--- config.mk ---
export PLATFORM = sky130hd
export DESIGN_NAME = mem_port_arbiter_flat
export DESIGN_NICKNAME = d
export VERILOG_FILES = /design/src/rtl/mem_port_arbiter_if.sv /design/src/rtl/mem_port_arbiter.sv /design/src/flat_wrapper.sv
export SDC_FILE = /design/constraint.sdc
export NUM_CORES = 1
export LEC_CHECK = 0
export BUFFER_PORTS_ARGS = -buffer_cell sky130_fd_sc_hd__buf_2
export CAP_MARGIN = 20
export CORE_MARGIN = 2
export CORE_UTILIZATION = 30
export CTS_BUF_LIST = sky130_fd_sc_hd__clkbuf_16
export DETAILED_ROUTE_END_ITERATION = 7
export PLACE_DENSITY = 0.72
export SYNTH_ARGS = -nofsm -noshare
export SYNTH_HDL_FRONTEND = slang
export SYNTH_SLANG_ARGS = --single-unit
export TNS_END_PERCENT = 50
--- constraint.sdc ---
create_clock -name clk -period 3.6 [get_ports clk]
set_clock_uncertainty 0.1 [all_clocks]
set_input_delay 0.36 -clock clk [delete_from_list [all_inputs] [get_ports clk]]
set_output_delay 0.36 -clock clk [all_outputs]
set_load 0.005 [all_outputs]
--- src/rtl/mem_port_arbiter_if.sv ---
// Bus bundle between the core's fetch/data ports, the arbiter and the shared RAM.
// slave  : arbiter side (takes requests and RAM read data, drives stalls, responses, RAM controls)
// master : core + RAM side
interface mem_port_arbiter_if #(
  parameter int unsigned ADDR_W = 10
);
  // fetch port
  logic              if_req;
  logic [31:0]       if_addr;
  logic              if_flush;
  logic              if_stall;
  logic              if_valid;
  logic [31:0]       if_rdata;
  // data port
  logic              d_req;
  logic              d_we;
  logic [3:0]        d_be;
  logic [31:0]       d_addr;
  logic [31:0]       d_wdata;
  logic              d_stall;
  logic              d_valid;
  logic [31:0]       d_rdata;
  // RAM port
  logic              mem_en;
  logic [3:0]        mem_we;
  logic [ADDR_W-1:0] mem_addr;
  logic [31:0]       mem_wdata;
  logic [31:0]       mem_rdata;

  modport slave (
    input  if_req, if_addr, if_flush, d_req, d_we, d_be, d_addr, d_wdata, mem_rdata,
    output if_stall, if_valid, if_rdata, d_stall, d_valid, d_rdata,
           mem_en, mem_we, mem_addr, mem_wdata
  );

  modport master (
    output if_req, if_addr, if_flush, d_req, d_we, d_be, d_addr, d_wdata, mem_rdata,
    input  if_stall, if_valid, if_rdata, d_stall, d_valid, d_rdata,
           mem_en, mem_we, mem_addr, mem_wdata
  );
endinterface

--- src/rtl/mem_port_arbiter.sv ---
// Shares one single-port BRAM (1-cycle read latency) between instruction fetch and data access.
// Ports: clk, rst (sync, active-high), bus (mem_port_arbiter_if.slave).
// One grant per cycle; data has priority unless fetch has waited MAX_DGRANT data grants.
// Responses arrive exactly one cycle after the grant; each port keeps its last read word.
module mem_port_arbiter #(
  parameter int unsigned ADDR_W     = 10,
  parameter int unsigned MAX_DGRANT = 4
) (
  input  logic               clk,
  input  logic               rst,
  mem_port_arbiter_if.slave  bus
);
  localparam int unsigned CNT_W = $clog2(MAX_DGRANT + 1);

  typedef enum logic [1:0] {OWN_NONE, OWN_IF, OWN_D_RD, OWN_D_WR} owner_t;

  owner_t           owner_q, owner_d;
  logic [CNT_W-1:0] starve_q, starve_d;
  logic [31:0]      if_hold_q, d_hold_q;
  logic             if_grant, d_grant;
  logic             if_valid_c, d_valid_c, d_rd_valid_c;
  logic             starved_c;

  // Address bits outside the word index are intentionally ignored (aliasing).
  logic unused_addr_bits;
  assign unused_addr_bits = ^{bus.if_addr[31:ADDR_W+2], bus.if_addr[1:0],
                              bus.d_addr[31:ADDR_W+2], bus.d_addr[1:0]};

  assign starved_c = (starve_q == CNT_W'(MAX_DGRANT));

  // Arbitration: data first, fetch wins once it has been starved long enough.
  always_comb begin
    if_grant = 1'b0;
    d_grant  = 1'b0;
    if (!rst) begin
      if (bus.if_req && (!bus.d_req || starved_c)) if_grant = 1'b1;
      else if (bus.d_req)                           d_grant  = 1'b1;
    end
  end

  // Next response owner and starvation count.
  always_comb begin
    owner_d  = OWN_NONE;
    starve_d = starve_q;
    if (if_grant)     owner_d = OWN_IF;
    else if (d_grant) owner_d = bus.d_we ? OWN_D_WR : OWN_D_RD;
    if (if_grant || !bus.if_req)  starve_d = '0;
    else if (d_grant && !starved_c) starve_d = starve_q + CNT_W'(1);
  end

  // State and hold registers.
  always_ff @(posedge clk) begin
    if (rst) begin
      owner_q   <= OWN_NONE;
      starve_q  <= '0;
      if_hold_q <= '0;
      d_hold_q  <= '0;
    end else begin
      owner_q  <= owner_d;
      starve_q <= starve_d;
      if (if_valid_c)   if_hold_q <= bus.mem_rdata;
      if (d_rd_valid_c) d_hold_q  <= bus.mem_rdata;
    end
  end

  // Response flags; a flush only ever hides a fetch response.
  assign if_valid_c   = !rst && (owner_q == OWN_IF) && !bus.if_flush;
  assign d_valid_c    = !rst && ((owner_q == OWN_D_RD) || (owner_q == OWN_D_WR));
  assign d_rd_valid_c = !rst && (owner_q == OWN_D_RD);

  assign bus.if_stall = !rst && bus.if_req && !if_grant;
  assign bus.d_stall  = !rst && bus.d_req  && !d_grant;
  assign bus.if_valid = if_valid_c;
  assign bus.d_valid  = d_valid_c;
  assign bus.if_rdata = rst ? 32'h0 : (if_valid_c   ? bus.mem_rdata : if_hold_q);
  assign bus.d_rdata  = rst ? 32'h0 : (d_rd_valid_c ? bus.mem_rdata : d_hold_q);

  // RAM drive for the granted access; idle bus is all zero.
  always_comb begin
    bus.mem_en    = if_grant || d_grant;
    bus.mem_we    = 4'h0;
    bus.mem_addr  = '0;
    bus.mem_wdata = 32'h0;
    if (if_grant) begin
      bus.mem_addr = bus.if_addr[ADDR_W+1:2];
    end else if (d_grant) begin
      bus.mem_addr = bus.d_addr[ADDR_W+1:2];
      if (bus.d_we) begin
        bus.mem_we    = bus.d_be;
        bus.mem_wdata = bus.d_wdata;
      end
    end
  end
endmodule
--- src/flat_wrapper.sv ---
// flat-port wrapper written by rule: the top's interface ports become plain ports
module mem_port_arbiter_flat 
#(
  parameter int unsigned ADDR_W     = 10,
  parameter int unsigned MAX_DGRANT = 4
)
  (clk, rst, bus_if_req, bus_if_addr, bus_if_flush, bus_d_req, bus_d_we, bus_d_be, bus_d_addr, bus_d_wdata, bus_mem_rdata, bus_if_stall, bus_if_valid, bus_if_rdata, bus_d_stall, bus_d_valid, bus_d_rdata, bus_mem_en, bus_mem_we, bus_mem_addr, bus_mem_wdata);
  mem_port_arbiter_if #(.ADDR_W(ADDR_W)) bus_i ();
  input  logic clk;
  input  logic rst;
  input wire logic [$bits(bus_i.if_req)-1:0] bus_if_req;
  input wire logic [$bits(bus_i.if_addr)-1:0] bus_if_addr;
  input wire logic [$bits(bus_i.if_flush)-1:0] bus_if_flush;
  input wire logic [$bits(bus_i.d_req)-1:0] bus_d_req;
  input wire logic [$bits(bus_i.d_we)-1:0] bus_d_we;
  input wire logic [$bits(bus_i.d_be)-1:0] bus_d_be;
  input wire logic [$bits(bus_i.d_addr)-1:0] bus_d_addr;
  input wire logic [$bits(bus_i.d_wdata)-1:0] bus_d_wdata;
  input wire logic [$bits(bus_i.mem_rdata)-1:0] bus_mem_rdata;
  output wire logic [$bits(bus_i.if_stall)-1:0] bus_if_stall;
  output wire logic [$bits(bus_i.if_valid)-1:0] bus_if_valid;
  output wire logic [$bits(bus_i.if_rdata)-1:0] bus_if_rdata;
  output wire logic [$bits(bus_i.d_stall)-1:0] bus_d_stall;
  output wire logic [$bits(bus_i.d_valid)-1:0] bus_d_valid;
  output wire logic [$bits(bus_i.d_rdata)-1:0] bus_d_rdata;
  output wire logic [$bits(bus_i.mem_en)-1:0] bus_mem_en;
  output wire logic [$bits(bus_i.mem_we)-1:0] bus_mem_we;
  output wire logic [$bits(bus_i.mem_addr)-1:0] bus_mem_addr;
  output wire logic [$bits(bus_i.mem_wdata)-1:0] bus_mem_wdata;
  assign bus_i.if_req = bus_if_req;
  assign bus_i.if_addr = bus_if_addr;
  assign bus_i.if_flush = bus_if_flush;
  assign bus_i.d_req = bus_d_req;
  assign bus_i.d_we = bus_d_we;
  assign bus_i.d_be = bus_d_be;
  assign bus_i.d_addr = bus_d_addr;
  assign bus_i.d_wdata = bus_d_wdata;
  assign bus_i.mem_rdata = bus_mem_rdata;
  assign bus_if_stall = bus_i.if_stall;
  assign bus_if_valid = bus_i.if_valid;
  assign bus_if_rdata = bus_i.if_rdata;
  assign bus_d_stall = bus_i.d_stall;
  assign bus_d_valid = bus_i.d_valid;
  assign bus_d_rdata = bus_i.d_rdata;
  assign bus_mem_en = bus_i.mem_en;
  assign bus_mem_we = bus_i.mem_we;
  assign bus_mem_addr = bus_i.mem_addr;
  assign bus_mem_wdata = bus_i.mem_wdata;
  mem_port_arbiter #(.ADDR_W(ADDR_W), .MAX_DGRANT(MAX_DGRANT)) u_core (.clk(clk), .rst(rst), .bus(bus_i));
endmodule
* Word level (Yosys, flattened, before mapping)
Index checks and enable logic that the tools add are counted.
Widths: inputs -> output; s select.
** Word-level totals
- Output and inout port bits :: 115
- Word-level logic and storage cells :: 54
- Register bits after elaboration :: 69
- Input bits :: 138
** Operators by class
- Bitwise gates (word level) :: 1
- Mux-type cells :: 20
- Equality and inequality tests :: 4
- $add $sub $neg :: 1
- Reduce and logical (&&, ||, !) cells :: 23
** Operators with widths (count)
- $mux 32 :: 7
- $mux 10 :: 2
- $mux 4 :: 3
- $logic_and 1x1->1 :: 10
- $mux 1 :: 8
- $logic_not 1->1 :: 7
- $eq 2x2->1 const B :: 2
- $logic_or 1x1->1 :: 4
- $add 3x1->3 const B :: 1
- $eq 3x3->1 const B :: 1
- $reduce_or 3->1 :: 1
- $eq 2x1->1 const B :: 1
- $reduce_or 2->1 :: 1
- $not 1->1 :: 1

* Logic depth before layout (Yosys ltp)
Gate-level depths: netlist of the first run.
- Depth in word-level cells :: 7
- Mapped depth :: 6
- Depth with buffers taken out :: 4

* Worst setup path before layout of the first run
Ideal clock, no wire load.
- Path type :: in2out
- From :: in rst
- To :: out bus_if_rdata[10]
- Cell stages on the path :: 4
- Arrival time :: 1471 ps
- Slack :: 1669 ps
- Cells stage by stage :: or4b_1 -> buf_6 -> buf_12 -> mux2_4
** On the way
- Word-level cells in the longest chain between the ends :: 5
** RTL lines
- from (decl) :: RTL line flat_wrapper.sv:10 : input logic rst;
- $logic_not 1->1
- $logic_and 1x1->1 (2 in a row) :: RTL line mem_port_arbiter.sv:67 : assign if_valid_c = !rst && (owner_q == OWN_IF) && !bus.if_flush;
- $mux 32 :: RTL line mem_port_arbiter.sv:75 : assign bus.if_rdata = rst ? 32'h0 : (if_valid_c ? bus.mem_rdata : if_hold_q);
- $mux 32 * :: RTL line mem_port_arbiter.sv:75
- to (decl) :: RTL line flat_wrapper.sv:22 : output wire logic [$bits(bus_i.if_rdata)-1:0] bus_if_rdata;
Mark *: on every way between the ends. The rest lies on a longest branch, timed or not.

* Worst setup path after layout of the first run
- From :: reg u_core.owner_q[1]
- To :: out bus_if_rdata[15]
** On the way
- Word-level cells in the longest chain between the ends :: 5
** RTL lines
- from (decl) :: RTL line mem_port_arbiter.sv:17 : owner_t owner_q, owner_d;
- from (signal assigned) :: RTL line mem_port_arbiter.sv:59 : owner_q <= owner_d;
- $eq 2x1->1 :: RTL line mem_port_arbiter.sv:67
- $logic_and 1x1->1 (2 in a row) :: RTL line mem_port_arbiter.sv:67
- $mux 32 (2 in a row) :: RTL line mem_port_arbiter.sv:75
No other way between the ends.

==> results.tsv, run 1 <==
metric	value	unit
r2r-end	u_core.if_hold_q[8]$_DFF_P_	
grt_pass1_vias	3095	
arrival	2430	ps
crit_slowest_cell	or4b_2	
hp-class	in -> reg	
finalSetupViolCount	0	
critPathBufInv	2	
slew_viol_final	0	
rrSetupSlack	1410	ps
required	3140	ps
cts.sinks	69	
path_clk_slew	60	ps
finalNonFillerCells	664	
antenna_found_initial	0	
p_seq_frac	0.389	
intPower	0.001613	W
area_growth	43.37	%
drive_gt1_frac	0.5739	
dp_hpwl	7177	um
core	11270	um^2
synth_top_family_by_area	simple AND/OR/NAND/NOR gates	
yosysSeqAreaShare	0.4031	
cp_top_family	simple AND/OR/NAND/NOR gates	
synth_cells	316	
cts_tree	yes	
numCtsBuffers	9	
clockBufferDepth	2	
portBuffers	208	
hold_violations	0	
max_stage_delay	1010	ps
yosys_warnings	0	
die_h	110.9	um
cp_num_cells	4	
grt_usage	0.1504	
min_from	bus_mem_rdata[6]	
yosys.area_share.xor_xnor	0.002556	
grt_max_degree	91	
synth_area_leader_cell	dfxtp_1	
fmax	0.3456	GHz
drc	0	
synth_flop_cell	dfxtp_1	
p_sw_frac	0.2182	
drt_wl_total	9439	um
leakage	2.522	nW
path_cells	or4b_2 -> buf_12 -> mux2_4 -> buf_2	
min_period_over_period	0.8038	
tns	0	ps
synth-adder-area-share	0.007302	
die_area	12290	um^2
maxCapViolCount	0	
fp-row-count	39	
grt_pass1_wl	14950	um
clockPowerShare	0.492	
power.density	420.0	nW/um^2
hold_end	u_core.if_hold_q[6]$_DFF_P_	
cts_max_level	3	
synth_top_area_frac	0.4031	
cts_hold_buf	0	
vias	3049	
end_kind	output pin	
cts-root-buf	clkbuf_16	
gp_congestion	0.7973	
die_x	110.9	um
status	complete, no violations	
synth_compound_gate_area_share	0.02300	
rr_startpoint	u_core.owner_q[1]$_SDFF_PP0_	
yosysMostFrequentCell	dfxtp_1	
ios	253	
ys_types	24	
clk_latency	330	ps
drtAntennaViolNets	0	
synth_area_leaders	dfxtp_1 40%, mux2_4 13%, nor2b_1 12%	
crit_type	reg -> out	
viasPerCell	4.592	
overflow	0	
synthTopCellsByCount	69 x dfxtp_1, 65 x nor2b_1, 38 x nor3b_1, 35 x mux2_2, 29 x mux2_4	
synthSimpleGateAreaFrac	0.2687	
synth_edf_count	0	
nNetsFinal	656	
switchingPower	0.0004504	W
initial_core_util	0.3040	
cts_resized	0	
critPathLaunchType	flip-flop	
r2r_cells	3	
worst_pin_slew	994.3	ps
pwr-share-comb	0.119	
async_flop_share	0	
relSlewSlack	0.3371	
postSynthAreaPerCell	10.85	um^2
fin_crit	2894	ps
routedWlPerCell	14.22	um
dr.pass1.iters	4	
crit_fanout	19	
dp_cells	648	
drt-initial-drc-count	122	
post-cts-setup-buffers	0	
holdPathStages	2	
rsz0062_at_grt	no	
synth.area.mux_share	0.2421	
synthesis.nets	456	
finalPower	0.002064	W
ys_seq_elements	69	
ir_drop	0.0002749	V
netlist_area	3427	um^2
diodes	0	
cells by family after synthesis:
kind of cell / count (synthesis)
AND/OR/NAND/NOR: 136
flip-flops: 69
multiplexers: 64
buffers and inverters: 32
AO/OA/AOI/OAI: 12
adder cells (fa/ha/maj): 2
XOR/XNOR: 1
power groups by stage:
stage	registers [W]	clock network (W)	logic (W)
after CTS	0.000803	0.00104	0.000250
after global placement	0.000819	0	0.000242
after global routing	0.000805	0.00107	0.000269
after detailed placement	0.000820	0	0.000248
after floorplan	0.000817	0	0.000129
final	0.000803	0.00101	0.000246
cell usage in the layout (no fill, tap or decap), types with 8 or more instances in the layout:
cell / Yosys / layout
buf_2: 5 / 208
mux2_4: 29 / 29
clkbuf_16: 0 / 9
dfxtp_1: 69 / 69
nor3b_1: 38 / 38
o22ai_1: 10 / 10
mux2_2: 35 / 35
buf_4: 0 / 8
nor2b_1: 65 / 65
nand3b_1: 22 / 22
layout make-up:
| cell class | instances | area, um^2 |
|---|---|---|
| Tap cell | 143 | 178.9 |
| Inverter | 4 | 15.01 |
| Clock buffer | 9 | 225.2 |
| Clock inverter | 7 | 122.6 |
| Multi-Input combinational cell | 215 | 1869 |
| Sequential cell | 69 | 1381 |
| Timing Repair Buffer | 217 | 1121 |
| Fill cell | 1045 | 6359 |
flip-flops by register name (all words and copies together), names as in the netlist:
register,cells
u_core.starve_q,3
u_core.owner_q,2
u_core.if_hold_q,32
u_core.d_hold_q,32
worst max-delay path by stage:
stage | start | end | slack (ps)
3_3_place_gp | rst | bus_if_rdata[2] | 920
5_1_grt | u_core.owner_q[1]$_SDFF_PP0_ | bus_if_rdata[15] | 620
3_5_place_dp | rst | bus_if_rdata[15] | 910
6_report | u_core.owner_q[1]$_SDFF_PP0_ | bus_if_rdata[15] | 710
2_1_floorplan | rst | bus_if_rdata[10] | 1670
4_1_cts | u_core.owner_q[1]$_SDFF_PP0_ | bus_if_rdata[15] | 660
routing by layer:
metal / GRT usage / vias to the layer above / routed length (um)
met5: 0 / - / 0
met4: 0.05833 / 0 / 219
met1: 0.1598 / 1408 / 3693
met3: 0.04374 / 14 / 681
met2: 0.2789 / 141 / 4844
li1: - / 1486 / -
per-stage QoR:
step	worst slack [ps]	util	hold WS (ps)	area [um^2]
floorplan	1669	-	332.3	3427
global placement	919.0	0.4050	347.5	4566
detailed placement	907.3	0.4050	358.1	4566
CTS	661.4	0.4359	159.3	4913
global route	619.6	0.4359	165.7	4913
finish	706.5	0.4359	179.5	4913
No activity file was read; power rests on OpenSTA's default activity.
==> inputs of run 2 (changes only) <==
==> constraint.sdc (replaced) <==
create_clock -name clk -period 2.8 [get_ports clk]
set_clock_uncertainty 0.1 [all_clocks]
set_input_delay 0.28 -clock clk [delete_from_list [all_inputs] [get_ports clk]]
set_output_delay 0.28 -clock clk [all_outputs]
set_load 0.005 [all_outputs]
==> results.tsv, run 2 (synthesis gave the netlist of run 1 again) <==
metric	value	unit	change
status	complete, no violations		
tns	0	ps	unchanged
grt_pass1_wl	15210	um	+1.8%
fmax	0.3935	GHz	
drc	0		unchanged
slew_viol_final	0		unchanged
r2r-end	u_core.if_hold_q[9]$_DFF_P_		
cts-root-buf	clkbuf_16		
clockPowerShare	0.447		-0.045
min_from	bus_mem_rdata[22]		
hp-class	in -> reg		
area_growth	41.69	%	
diodes	0		unchanged
relSlewSlack	0.6948		+0.3576
die_h	110.9	um	unchanged
grt_pass1_vias	3073		-0.71%
layout_common_cells	208 x buf_2, 69 x dfxtp_1, 65 x nor2b_1		
core	11270	um^2	unchanged
nNetsFinal	654		-0.30%
initial_core_util	0.3040		unchanged
p_seq_frac	0.422		+0.033
final_common_cell	buf_2		
fp-row-count	39		unchanged
ir_drop	0.0003063	V	+11%
antenna_found_initial	0		unchanged
viasPerCell	4.647		+1.2%
r2r_cells	3		unchanged
switchingPower	0.0005633	W	+25%
grt_usage	0.1529		+0.002470
clk_latency	320	ps	about the same
finalSetupViolCount	0		unchanged
portBuffers	208		unchanged
vias	3076		+0.89%
overflow	0		unchanged
grt_max_degree	92		+1.1%
top_regs	u_core.d_hold_q (32), u_core.if_hold_q (32), u_core.starve_q (3)		
crit_slowest_cell	or4b_2		
worst_pin_slew	457.8	ps	-536.4 ps
die_area	12290	um^2	unchanged
path_cells	or4b_2 -> buf_12 -> mux2_4 -> buf_2		
crit_type	reg -> out		
drive_gt1_frac	0.5703		-0.003569
die_x	110.9	um	unchanged
power.density	504.3	nW/um^2	+20%
drt_wl_total	9660	um	+2.3%
hold_end	u_core.if_hold_q[22]$_DFF_P_		
routedWlPerCell	14.59	um	+2.7%
min_period_over_period	0.9076		
leakage	2.497	nW	-0.98%
max_stage_delay	790	ps	-220 ps
end_kind	output pin		
cts.sinks	69		unchanged
critPathLaunchType	flip-flop		
intPower	0.001885	W	+17%
post-cts-setup-buffers	0		unchanged
drtAntennaViolNets	0		unchanged
hold_violations	0		unchanged
maxCapViolCount	0		unchanged
numCtsBuffers	9		unchanged
gp_congestion	0.7850		-1.5%
pwr-share-comb	0.131		+0.012
cts_resized	0		unchanged
cts_max_level	3		unchanged
cts_tree	yes		
ios	253		unchanged
required	2420	ps	-720 ps
holdPathStages	2		unchanged
cts_hold_buf	0		unchanged
fin_crit	2541	ps	
clockBufferDepth	2		unchanged
dp_hpwl	7246	um	+0.96%
fin_util	0.4308		-0.005106
rrSetupSlack	880	ps	-530 ps
p_sw_frac	0.2300		+0.01180
crit_fanout	31		+12
rr_startpoint	u_core.owner_q[1]$_SDFF_PP0_		
dr.pass1.iters	4		unchanged
drt-initial-drc-count	75		-39%
arrival	2160	ps	-270 ps
rsz0062_at_grt	no		
path_clk_slew	60	ps	about the same
[run 2: changes by cell type in the layout (fill, tap and decap cells not counted)]
cell       delta
clkinv_2      +2
inv_1         +1
buf_4         -3
buf_12        +1
bufinv_16     -2
inv_6         -1
[run 2: power groups by stage]
stage | clock network [W] | registers, W | logic, W
floorplan | 0 | 0.00105 | 0.000166
detailed placement | 0 | 0.00105 | 0.000324
CTS | 0.00113 | 0.00103 | 0.000326
global placement | 0 | 0.00105 | 0.000315
finish | 0.00110 | 0.00103 | 0.000321
global route | 0.00118 | 0.00104 | 0.000349
[run 2: cell type report]
cell class                      count  area (um^2)
Inverter                            4        15.01
Tap cell                          143        178.9
Fill cell                        1081         6416
Clock inverter                      7        67.56
Clock buffer                        9        225.2
Multi-Input combinational cell    215         1869
Sequential cell                    69         1381
Timing Repair Buffer              215         1119
[run 2: per-layer routing]
layer,global-route usage,vias up,share of wire
met1,0.1701,1443,0.40
met4,0.06750,0,0.025
met3,0.03062,19,0.061
li1,-,1477,-
met5,0,-,0
met2,0.2806,137,0.52
[run 2: worst max-delay path, delay by kind of cell (launching register included)]
family / cells / cell delay (ps)
buf+inv: 2 / 380
simple gates: 1 / 790
flops: 1 / 320
mux: 1 / 330
[run 2: worst max-delay path by stage]
| stage | to | from | cells after the start | slack (ps) |
|---|---|---|---|---|
| floorplan | bus_if_rdata[10] | u_core.owner_q[1]$_SDFF_PP0_ | 4 | 1010 |
| global placement | bus_if_rdata[2] | rst | 5 | 520 |
| detailed placement | bus_if_rdata[15] | rst | 5 | 510 |
| finish | bus_if_rdata[17] | u_core.owner_q[1]$_SDFF_PP0_ | 4 | 260 |
| global route | bus_if_rdata[20] | u_core.owner_q[1]$_SDFF_PP0_ | 4 | 190 |
| CTS | bus_if_rdata[15] | u_core.owner_q[1]$_SDFF_PP0_ | 4 | 230 |
[run 2: through the flow]
step           total power (W)  setup WS (ps)  hold slack, ps  cells  area, um^2
6_report              0.002449          258.6           102.9    662        4856
5_1_grt               0.002565          192.9           94.95    662        4856
4_1_cts               0.002488          232.3           87.53    662        4856
3_5_place_dp          0.001378          507.4           381.9    646        4563
3_3_place_gp          0.001367          523.0           345.6    646        4563
2_1_floorplan         0.001216           1011           332.3    316        3427
==> inputs of run 3 (changes only) <==
--- a/config.mk
+++ b/config.mk
@@ -12,6 +12,7 @@
 export CTS_BUF_LIST = sky130_fd_sc_hd__clkbuf_16
 export DETAILED_ROUTE_END_ITERATION = 7
 export PLACE_DENSITY = 0.72
+export SETUP_SLACK_MARGIN = 0.4
 export SYNTH_ARGS = -nofsm -noshare
 export SYNTH_HDL_FRONTEND = slang
 export SYNTH_SLANG_ARGS = --single-unit
==> results.tsv, run 3 (synthesis gave the netlist of run 1 again) <==
metric	value	unit	change
status	complete, no violations		
ios	253		unchanged
nNetsFinal	654		unchanged
dr.pass1.iters	4		unchanged
clockPowerShare	0.447		about the same
drive_gt1_frac	0.5742		+0.003854
core	11270	um^2	unchanged
p_sw_frac	0.2301		about the same
power.density	503.0	nW/um^2	-0.24%
diodes	0		unchanged
drt_wl_total	9694	um	+0.35%
crit_type	reg -> out		
tns	0	ps	unchanged
holdPathStages	2		unchanged
numCtsBuffers	9		unchanged
path_clk_slew	60	ps	about the same
viasPerCell	4.625		-0.46%
rsz0062_at_grt	yes		
cts_hold_buf	0		unchanged
drtAntennaViolNets	0		unchanged
hold_violations	0		unchanged
die_x	110.9	um	unchanged
grt_pass1_vias	3073		unchanged
ir_drop	0.0003063	V	about the same
arrival	1980	ps	-180 ps
top_regs	u_core.d_hold_q (32), u_core.if_hold_q (32), u_core.starve_q (3)		
dp_hpwl	7246	um	unchanged
drt-initial-drc-count	78		+4.0%
cts-root-buf	clkbuf_16		
critPathLaunchType	flip-flop		
worst_pin_slew	469.8	ps	+11.91 ps
final_common_cell	buf_2		
leakage	2.502	nW	+0.21%
grt_max_degree	92		unchanged
r2r_cells	3		unchanged
layout.filler_cells	1079		-0.19%
fmax	0.4245	GHz	+7.9%
fin_crit	2355	ps	-185.9 ps
fp-row-count	39		unchanged
routedWlPerCell	14.64	um	+0.35%
portBuffers	208		unchanged
grt_pass1_wl	15210	um	unchanged
clockBufferDepth	2		unchanged
required	2420	ps	about the same
vias	3062		-0.46%
cts_max_level	3		unchanged
initial_core_util	0.3040		unchanged
drc	0		unchanged
cts.sinks	69		unchanged
pwr-share-comb	0.132		about the same
clk_latency	320	ps	about the same
maxCapViolCount	0		unchanged
die_area	12290	um^2	unchanged
p_seq_frac	0.421		about the same
area_growth	42.10	%	
cts_tree	yes		
switchingPower	0.0005637	W	about the same
end_kind	output pin		
grt_usage	0.1529		unchanged
slew_viol_final	0		unchanged
crit_fanout	47		+52%
layout_common_cells	208 x buf_2, 69 x dfxtp_1, 65 x nor2b_1		
min_period_over_period	0.8412		-0.06639
intPower	0.001886	W	about the same
fin_util	0.4320		+0.001221
hp-class	in -> reg		
overflow	0		unchanged
antenna_found_initial	0		unchanged
relSlewSlack	0.6868		-0.007941
finalSetupViolCount	0		unchanged
gp_congestion	0.7850		unchanged
die_h	110.9	um	unchanged
-- run 3: cell types whose count changed in the layout (fill, tap and decap cells not counted) --
cell	before	now
or4b_4	0	1
nor3b_2	0	2
nor3b_1	38	36
or4b_2	1	0
-- run 3: routing by layer --
| layer | wire (um) | global-route usage | vias up |
|---|---|---|---|
| li1 | - | - | 1477 |
| met1 | 3843 | 0.1701 | 1435 |
| met2 | 5069 | 0.2806 | 133 |
| met3 | 574 | 0.03062 | 17 |
| met4 | 207 | 0.06750 | 0 |
| met5 | 0 | 0 | - |
-- run 3: path summary, 6_finish.rpt --
check	start	endpoint	slack, ps
max reg2reg	u_core.owner_q[1]$_SDFF_PP0_	u_core.if_hold_q[9]$_DFF_P_	1090
min reg2reg	u_core.starve_q[0]$_SDFFE_PP0P_	u_core.starve_q[0]$_SDFFE_PP0P_	380
max	u_core.starve_q[0]$_SDFFE_PP0P_	bus_mem_we[3]	440
min	bus_mem_rdata[22]	u_core.if_hold_q[22]$_DFF_P_	100
-- run 3: power groups by stage --
stage	Sequential, W	Clock [W]	Combinational, W
finish	0.00103	0.00110	0.000322
floorplan	0.00105	0	0.000166
global route	0.00104	0.00118	0.000350
CTS	0.00103	0.00113	0.000326
detailed placement	0.00105	0	0.000324
global placement	0.00105	0	0.000315
-- run 3: cell type report --
| cell class | count | area, um^2 | share of cell area |
|---|---|---|---|
| Tap cell | 143 | 178.9 | 0.03674 |
| Inverter | 4 | 15.01 | 0.003083 |
| Timing Repair Buffer | 215 | 1119 | 0.2297 |
| Clock buffer | 9 | 225.2 | 0.04625 |
| Clock inverter | 7 | 67.56 | 0.01387 |
| Sequential cell | 69 | 1381 | 0.2837 |
| Multi-Input combinational cell | 215 | 1883 | 0.3867 |
-- run 3: worst max-delay path, stage by stage (launching register included) --
cell and delay (ps):
dfxtp_1 360, inv_1 60, ha_1 230, and3_1 200, buf_4 270, nor3b_1 340, buf_2 180
-- run 3: per-stage QoR --
stage	power [W]	hold slack, ps	std cells	cell area (um^2)	setup slack, ps
final	0.002450	102.9	662	4870	444.5
after global routing	0.002565	94.95	662	4870	342.7
after CTS	0.002489	87.53	662	4860	391.0
after detailed placement	0.001378	381.9	646	4563	507.4
after global placement	0.001367	345.6	646	4563	523.0
after floorplan	0.001216	332.3	316	3427	1011
-- run 3: what timing repair did --
action                     4_1_cts  5_1_grt
gates resized for setup          1        2
buffers inserted                 0        0
setup endpoints to repair       32        5
